**src/rtl/blink_sched_if.sv**
```systemverilog
// Request/grant bundle between status sources and the shared blink scheduler.
// A requester raises req_i with cnt_i/per_i valid and holds it until its done_o pulse;
// dropping req_i early while granted aborts the burst without a done pulse.
interface blink_sched_if #(
  parameter int N_REQ = 4,
  parameter int CNT_W = 4,
  parameter int PER_W = 4
);
  logic [N_REQ-1:0]       req_i;
  logic [N_REQ*CNT_W-1:0] cnt_i;
  logic [N_REQ*PER_W-1:0] per_i;
  logic [N_REQ-1:0]       gnt_o;
  logic [N_REQ-1:0]       done_o;
  logic                   busy_o;
  logic                   led_o;
  logic                   tick_o;

  modport master (
    output req_i, cnt_i, per_i,
    input  gnt_o, done_o, busy_o, led_o, tick_o
  );

  modport slave (
    input  req_i, cnt_i, per_i,
    output gnt_o, done_o, busy_o, led_o, tick_o
  );
endinterface

```
**src/rtl/blink_sched.sv**
```systemverilog
// Round-robin scheduler sharing one LED pin and one tick prescaler among N_REQ requesters.
// Each grant runs a burst of cnt blinks with a half-period of per ticks, then pulses done.
module blink_sched #(
  parameter int N_REQ    = 4,
  parameter int TICK_DIV = 2_500_000,
  parameter int CNT_W    = 4,
  parameter int PER_W    = 4
) (
  input  logic       clk_i,
  input  logic       rst_n_i,
  blink_sched_if.slave bus,
  output logic [1:0] state_dbg
);

  typedef enum logic [1:0] {
    IDLE = 2'd0,
    ON   = 2'd1,
    OFF  = 2'd2,
    DONE = 2'd3
  } state_t;

  localparam int IDX_W = $clog2(N_REQ);
  localparam int PW    = (TICK_DIV > 1) ? $clog2(TICK_DIV) : 1;
  localparam logic [PW-1:0] PRESC_MAX = PW'(TICK_DIV - 1);

  state_t             state_q, state_d;
  logic [N_REQ-1:0]   gnt_q, gnt_d, done_q, done_d;
  logic               led_q, led_d, busy_q, busy_d, tick_q, tick_d;
  logic [IDX_W-1:0]   ptr_q, ptr_d, idx_q, idx_d;
  logic [CNT_W-1:0]   rem_q, rem_d;
  logic [PER_W-1:0]   per_q, per_d, tcnt_q, tcnt_d;
  logic [PW-1:0]      presc_q, presc_d;

  logic               found;
  logic [IDX_W-1:0]   win;
  int                 cand;
  logic [CNT_W-1:0]   cnt_sel;
  logic [PER_W-1:0]   per_sel;
  logic               tick_now, phase_end;

  // Rotating search: first set request strictly after the last served index.
  always_comb begin
    found = 1'b0;
    win   = '0;
    cand  = 0;
    for (int i = 0; i < N_REQ; i++) begin
      cand = int'(ptr_q) + 1 + i;
      if (cand >= N_REQ) cand = cand - N_REQ;
      if (!found && bus.req_i[cand]) begin
        found = 1'b1;
        win   = IDX_W'(cand);
      end
    end
  end

  assign cnt_sel   = bus.cnt_i[win*CNT_W +: CNT_W];
  assign per_sel   = bus.per_i[win*PER_W +: PER_W];
  assign tick_now  = (presc_q == PRESC_MAX);
  assign phase_end = tick_now && (tcnt_q == per_q - PER_W'(1));

  always_comb begin
    state_d = state_q;
    gnt_d   = gnt_q;
    done_d  = '0;
    led_d   = led_q;
    busy_d  = busy_q;
    ptr_d   = ptr_q;
    idx_d   = idx_q;
    rem_d   = rem_q;
    per_d   = per_q;
    tcnt_d  = tcnt_q;
    presc_d = '0;
    tick_d  = 1'b0;
    case (state_q)
      IDLE: begin
        gnt_d  = '0;
        busy_d = 1'b0;
        led_d  = 1'b0;
        if (found) begin
          idx_d      = win;
          gnt_d      = '0;
          gnt_d[win] = 1'b1;
          busy_d     = 1'b1;
          rem_d      = cnt_sel;
          per_d      = (per_sel == '0) ? PER_W'(1) : per_sel;
          tcnt_d     = '0;
          if (cnt_sel == '0) begin
            state_d     = DONE;
            done_d[win] = 1'b1;
          end else begin
            state_d = ON;
            led_d   = 1'b1;
          end
        end
      end
      ON, OFF: begin
        if (!bus.req_i[idx_q]) begin
          state_d = IDLE;
          gnt_d   = '0;
          led_d   = 1'b0;
          busy_d  = 1'b0;
          ptr_d   = idx_q;
        end else begin
          presc_d = tick_now ? '0 : presc_q + PW'(1);
          if (tick_now) tcnt_d = tcnt_q + PER_W'(1);
          if (phase_end) begin
            tcnt_d = '0;
            if (state_q == ON) begin
              state_d = OFF;
              led_d   = 1'b0;
            end else begin
              rem_d = rem_q - CNT_W'(1);
              if (rem_q == CNT_W'(1)) begin
                state_d       = DONE;
                done_d[idx_q] = 1'b1;
              end else begin
                state_d = ON;
                led_d   = 1'b1;
              end
            end
          end
        end
      end
      DONE: begin
        state_d = IDLE;
        gnt_d   = '0;
        busy_d  = 1'b0;
        led_d   = 1'b0;
        ptr_d   = idx_q;
      end
      default: state_d = IDLE;
    endcase
    // Tick is registered so it lines up with the cycle the prescaler sits at its top value.
    tick_d = ((state_d == ON) || (state_d == OFF)) && (presc_d == PRESC_MAX);
  end

  always_ff @(posedge clk_i or negedge rst_n_i) begin
    if (!rst_n_i) begin
      state_q <= IDLE;
      gnt_q   <= '0;
      done_q  <= '0;
      led_q   <= 1'b0;
      busy_q  <= 1'b0;
      tick_q  <= 1'b0;
      ptr_q   <= IDX_W'(N_REQ - 1);
      idx_q   <= '0;
      rem_q   <= '0;
      per_q   <= '0;
      tcnt_q  <= '0;
      presc_q <= '0;
    end else begin
      state_q <= state_d;
      gnt_q   <= gnt_d;
      done_q  <= done_d;
      led_q   <= led_d;
      busy_q  <= busy_d;
      tick_q  <= tick_d;
      ptr_q   <= ptr_d;
      idx_q   <= idx_d;
      rem_q   <= rem_d;
      per_q   <= per_d;
      tcnt_q  <= tcnt_d;
      presc_q <= presc_d;
    end
  end

  assign bus.gnt_o  = gnt_q;
  assign bus.done_o = done_q;
  assign bus.busy_o = busy_q;
  assign bus.led_o  = led_q;
  assign bus.tick_o = tick_q;
  assign state_dbg  = state_q;

endmodule
```
**src/flat_wrapper.sv**
```systemverilog
// flat-port wrapper written by rule: the top's interface ports become plain ports
module blink_sched_flat 
#(
  parameter int N_REQ    = 4,
  parameter int TICK_DIV = 2_500_000,
  parameter int CNT_W    = 4,
  parameter int PER_W    = 4
)
  (clk_i, rst_n_i, state_dbg, bus_req_i, bus_cnt_i, bus_per_i, bus_gnt_o, bus_done_o, bus_busy_o, bus_led_o, bus_tick_o);
  blink_sched_if #(.N_REQ(N_REQ), .CNT_W(CNT_W), .PER_W(PER_W)) bus_i ();
  input  logic clk_i;
  input  logic rst_n_i;
  output logic [1:0] state_dbg;
  input wire logic [$bits(bus_i.req_i)-1:0] bus_req_i;
  input wire logic [$bits(bus_i.cnt_i)-1:0] bus_cnt_i;
  input wire logic [$bits(bus_i.per_i)-1:0] bus_per_i;
  output wire logic [$bits(bus_i.gnt_o)-1:0] bus_gnt_o;
  output wire logic [$bits(bus_i.done_o)-1:0] bus_done_o;
  output wire logic [$bits(bus_i.busy_o)-1:0] bus_busy_o;
  output wire logic [$bits(bus_i.led_o)-1:0] bus_led_o;
  output wire logic [$bits(bus_i.tick_o)-1:0] bus_tick_o;
  assign bus_i.req_i = bus_req_i;
  assign bus_i.cnt_i = bus_cnt_i;
  assign bus_i.per_i = bus_per_i;
  assign bus_gnt_o = bus_i.gnt_o;
  assign bus_done_o = bus_i.done_o;
  assign bus_busy_o = bus_i.busy_o;
  assign bus_led_o = bus_i.led_o;
  assign bus_tick_o = bus_i.tick_o;
  blink_sched #(.N_REQ(N_REQ), .TICK_DIV(TICK_DIV), .CNT_W(CNT_W), .PER_W(PER_W)) u_core (.clk_i(clk_i), .rst_n_i(rst_n_i), .bus(bus_i), .state_dbg(state_dbg));
endmodule
```
**config.mk**
```make
export PLATFORM = sky130hd
export DESIGN_NAME = blink_sched_flat
export DESIGN_NICKNAME = d
export VERILOG_FILES = /design/src/rtl/blink_sched_if.sv /design/src/rtl/blink_sched.sv /design/src/flat_wrapper.sv
export SDC_FILE = /design/constraint.sdc
export NUM_CORES = 1
export LEC_CHECK = 0
export ABC_AREA = 1
export CAP_MARGIN = 20
export CORE_UTILIZATION = 55
export DETAILED_ROUTE_END_ITERATION = 10
export HOLD_SLACK_MARGIN = 0.15
export PLACE_DENSITY = 0.81
export SLEW_MARGIN = 0
export SYNTH_ARGS = -nofsm -noshare
export SYNTH_HDL_FRONTEND = slang
export SYNTH_SLANG_ARGS = --single-unit
```
**constraint.sdc**
```tcl
create_clock -name clk_i -period 3.3 [get_ports clk_i]
set_input_delay 0.66 -clock clk_i [delete_from_list [all_inputs] [get_ports clk_i]]
set_output_delay 0.66 -clock clk_i [all_outputs]
set_load 0.02 [all_outputs]
```
==> results.md, run 1 <==
* Switch Pwr at 0.00194 W
* Post-synth ARST share at 1.00
* Mapped Avg Cell Area at approximately 6.8 um^2
* Layout area overhead at 20.5%
* Place WS at 0.249 ns
* Fillers at about 510
* Worst-Margin Slew at between 0.5 and 0.6 ns
* Fin. Hold Viols at 0
* H-tree levels at 2
* Remaining antenna violation count after routing at 0
* Critical path class: register to register
* Die area at 6760 um^2
* Final #Nets at 628
* Worst r2r path cells at 14
* CTS Buffer Depth at 2
* Clock share of power at 0.140
* Origin of the critical flop-to-flop path: u_core.state_dbg[0]$_DFF_PN0_
* Synth cell types at 35
* Root buf cell: clkbuf_8
* Per-cell routed wire length at 13.9 um
* Via-per-instance ratio at 5.54
* Leakage at 2.10 nW
* Iteration count of the initial detailed-routing pass at 5
* Synth top cells by count: nand2_1 (144), inv_1 (80), nor2_1 (58), dfrtp_1 (49), nand3_1 (38)
* Register area share after synthesis at 0.361
* Rel. slew slack at 0.646
* Clk pin slew, worst setup/hold paths at 0.10 ns
* Status: finished clean
* Comb pwr share at 0.621
* Post-CTS Setup Bufs at 0
* Rows at 28
* Placed wire-length estimate at 7090 um
* Achievable clock frequency at 352 MHz
* Starting density of the core at 0.584
* Cell Chain, Critical Path: inv_1 > ha_1 > clkinv_1 > nor2_1 > nand2_1 > inv_1 > o21ai_0 > nor2_1 > nand4_1 > nor2_1 > nand3_1 > nor2_1 > nand2_1 > nor2_1
* WP data arrival at 3.09 ns
* EDFF count, synth at 0
* Final setup viols at 0
* Delay of the slowest critical-path stage at 0.45 ns
* Part of the power in registers at 0.239
* Pin count of the biggest net entering global routing at 29
* IO Count at about 50
* Period utilisation layout at 0.861
* Top cell by count, worst path: nor2_1
* Area of the core at just over 6000 um^2
* CTS buffer count at 5
* Yosys warns at 0
* Final estimated routing congestion in global placement at 0.914
* Post-CTS sizing at 0
* Ratio of cells with drive above 1 in the final layout at 0.0893
* Peak supply drop at just under 0.9 mV
* Crit. End Element: register
* Initial antenna violation count at 0
* Drt drc at 0
* Top post-synthesis cells by area: dfrtp_1 (35%), nand2_1 (15%), inv_1 (8.5%)
* RSZ-0062 raised after global routing: no
* Vias in the first global route at 3254
* Post-synth top flop: dfrtp_1
* Mapped cell area at 3540 um^2
* Fin Clk Skew at 0.00924 ns
* Worst-Skew Late Latency at between 0.3 and 0.4 ns
* CTS tree: done
* Fin crit period at roughly 2.8 ns
* Worst min-delay path category: primary input to asynchronous set/reset pin
* Critical path's slowest cell: dfrtp_1
* Vias at 3640
* Syn nets at 571
* Die Height at 82.2 um
* # Max-Cap Violations at 0
* Critical path's top delay family: simple AND/OR/NAND/NOR gates
* Gate Count Post-Synth at 524
* Required time worst endpoint at 3.55 ns
* Flip-flop and latch count after synthesis at ~50
* PD cells at 895 nW/um^2
* Layout Utilization at 0.704
* CP Max Fanout at 10
* Switching share of power at 0.508
* Total gr overflow at 0
* Most common cell in the netlist: nand2_1
* Diodes inserted at 0
* Global-route usage over all layers at 0.287
* CTS Hold Buffers Added at 0
* PnR worst setup slack at approximately 0.46 ns
* Reg2reg setup slack at 0.46 ns
* Initial DRC Count at 330
* Max-slew violations at 0
* Biggest area consumer among synthesized cells: dfrtp_1
* Reg-to-reg endpoint: u_core.bus.tick_o$_DFF_PN0_
* Crit path buffers/inverters at 3
* Pint at 0.00188 W
* Total Negative Setup Slacks at 0 ns
* Final WL at 9150 um
* Num Clock Sinks at 51
* Port bufs at 50
* Die X at 82.2 um
* First-pass GRT wire length at 14900 um
* Crit path launch type: register
* Post-synth top area share at 0.347
==> metrics by stage <==
stage          hold slack, ns  cells  total power [W]  instance area, um^2
5_1_grt                 0.353    657          0.00414                 4270
3_5_place_dp            0.480    649          0.00324                 4130
2_1_floorplan           0.364    524          0.00264                 3540
4_1_cts                 0.329    657          0.00379                 4270
3_3_place_gp            0.473    649          0.00316                 4130
6_report                0.316    657          0.00382                 4270
==> cell usage in the layout, fill, tap and decap left out, drive strengths merged, types with 5 or more instances in the layout <==
cell type      synthesis  routed
nand2                161     161
inv                   84      85
nor2                  65      65
clkdlybuf4s50          0      49
dfrtp                 49      49
nand3                 39      39
o21ai                 31      31
a21oi                 21      21
nand4                 19      19
nor3                  12      12
ha                     9       9
nor4                   6       6
clkbuf                 0       5
buf                    4       5
==> cells by family after synthesis <==
group           Yosys count  share of synthesized area
simple gates            307                      0.395
buf+inv                  89                      0.101
compound gates           61                     0.0937
flops                    51                      0.361
fa+ha+maj                 9                     0.0318
xor+xnor                  7                     0.0173
==> worst reg2reg max path, delay by kind of cell, from the launching register on <==
family	cells	cell delay, ns
DFF	1	0.45
AOI/OAI and AO/OA	1	0.14
buffers and inverters	3	0.66
and+or+nand+nor	9	1.10
adders and majority gates	1	0.43
==> worst max-delay path by stage <==
stage / to / start / slack, ns / cells after the start
3_5_place_dp: u_core.per_q[0]$_DFFE_PN0P_ / bus_req_i[2] / 0.25 / 14
2_1_floorplan: u_core.bus.tick_o$_DFF_PN0_ / u_core.state_dbg[0]$_DFF_PN0_ / 1.04 / 13
3_3_place_gp: u_core.per_q[0]$_DFFE_PN0P_ / bus_req_i[3] / 0.32 / 15
5_1_grt: u_core.bus.tick_o$_DFF_PN0_ / u_core.state_dbg[0]$_DFF_PN0_ / 0.21 / 14
6_report: u_core.bus.tick_o$_DFF_PN0_ / u_core.state_dbg[0]$_DFF_PN0_ / 0.46 / 14
4_1_cts: u_core.bus.tick_o$_DFF_PN0_ / u_core.state_dbg[1]$_DFF_PN0_ / 0.54 / 14
==> sequential cells by signal, summed over array words and instances (netlist names) <==
signal             flops
u_core.state_dbg       2
u_core.tcnt_q          4
u_core.rem_q           4
u_core.ptr_q           2
u_core.bus.busy_o      1
u_core.idx_q           2
u_core.bus.gnt_o       4
u_core.bus.tick_o      1
u_core.bus.led_o       1
u_core.bus.done_o      4
u_core.presc_q        22
u_core.per_q           4
==> final cells by class <==
class	instances	area, um^2	share of cell area
clock inverter	3	71.3	0.0167
sequential	51	1280	0.300
clock buffer	5	68.8	0.0161
tap	75	93.8	0.0220
timing repair buffer	54	526	0.123
inverter	85	324	0.0760
multi-input combinational	384	1900	0.446
==> power by group through the flow <==
stage | clock network, W | registers, W | logic [W]
after floorplan | 0 | 0.000927 | 0.00171
after global placement | 0 | 0.000914 | 0.00225
after detailed placement | 0 | 0.000918 | 0.00232
after CTS | 0.000538 | 0.000907 | 0.00234
after global routing | 0.000561 | 0.000931 | 0.00265
final | 0.000536 | 0.000911 | 0.00237
==> per-layer routing <==
metal / global-route usage / vias up / wire, um
met5: 0 / - / 0
met2: 0.469 / 154 / 4230
met4: 0.0649 / 0 / 102
met3: 0.0374 / 12 / 658
li1: - / 1794 / -
met1: 0.405 / 1680 / 4170
Note: power is estimated with default switching activity, not from simulation.
==> inputs of run 2 (changes only) <==
--- a/config.mk
+++ b/config.mk
@@ -11,7 +11,7 @@
 export DETAILED_ROUTE_END_ITERATION = 10
 export HOLD_SLACK_MARGIN = 0.15
 export PLACE_DENSITY = 0.81
-export SLEW_MARGIN = 0
 export SYNTH_ARGS = -nofsm -noshare
 export SYNTH_HDL_FRONTEND = slang
 export SYNTH_SLANG_ARGS = --single-unit
+export TNS_END_PERCENT = 5
==> results of run 2 <==
Final layout, timing and power as in run 1 (identical DEF).
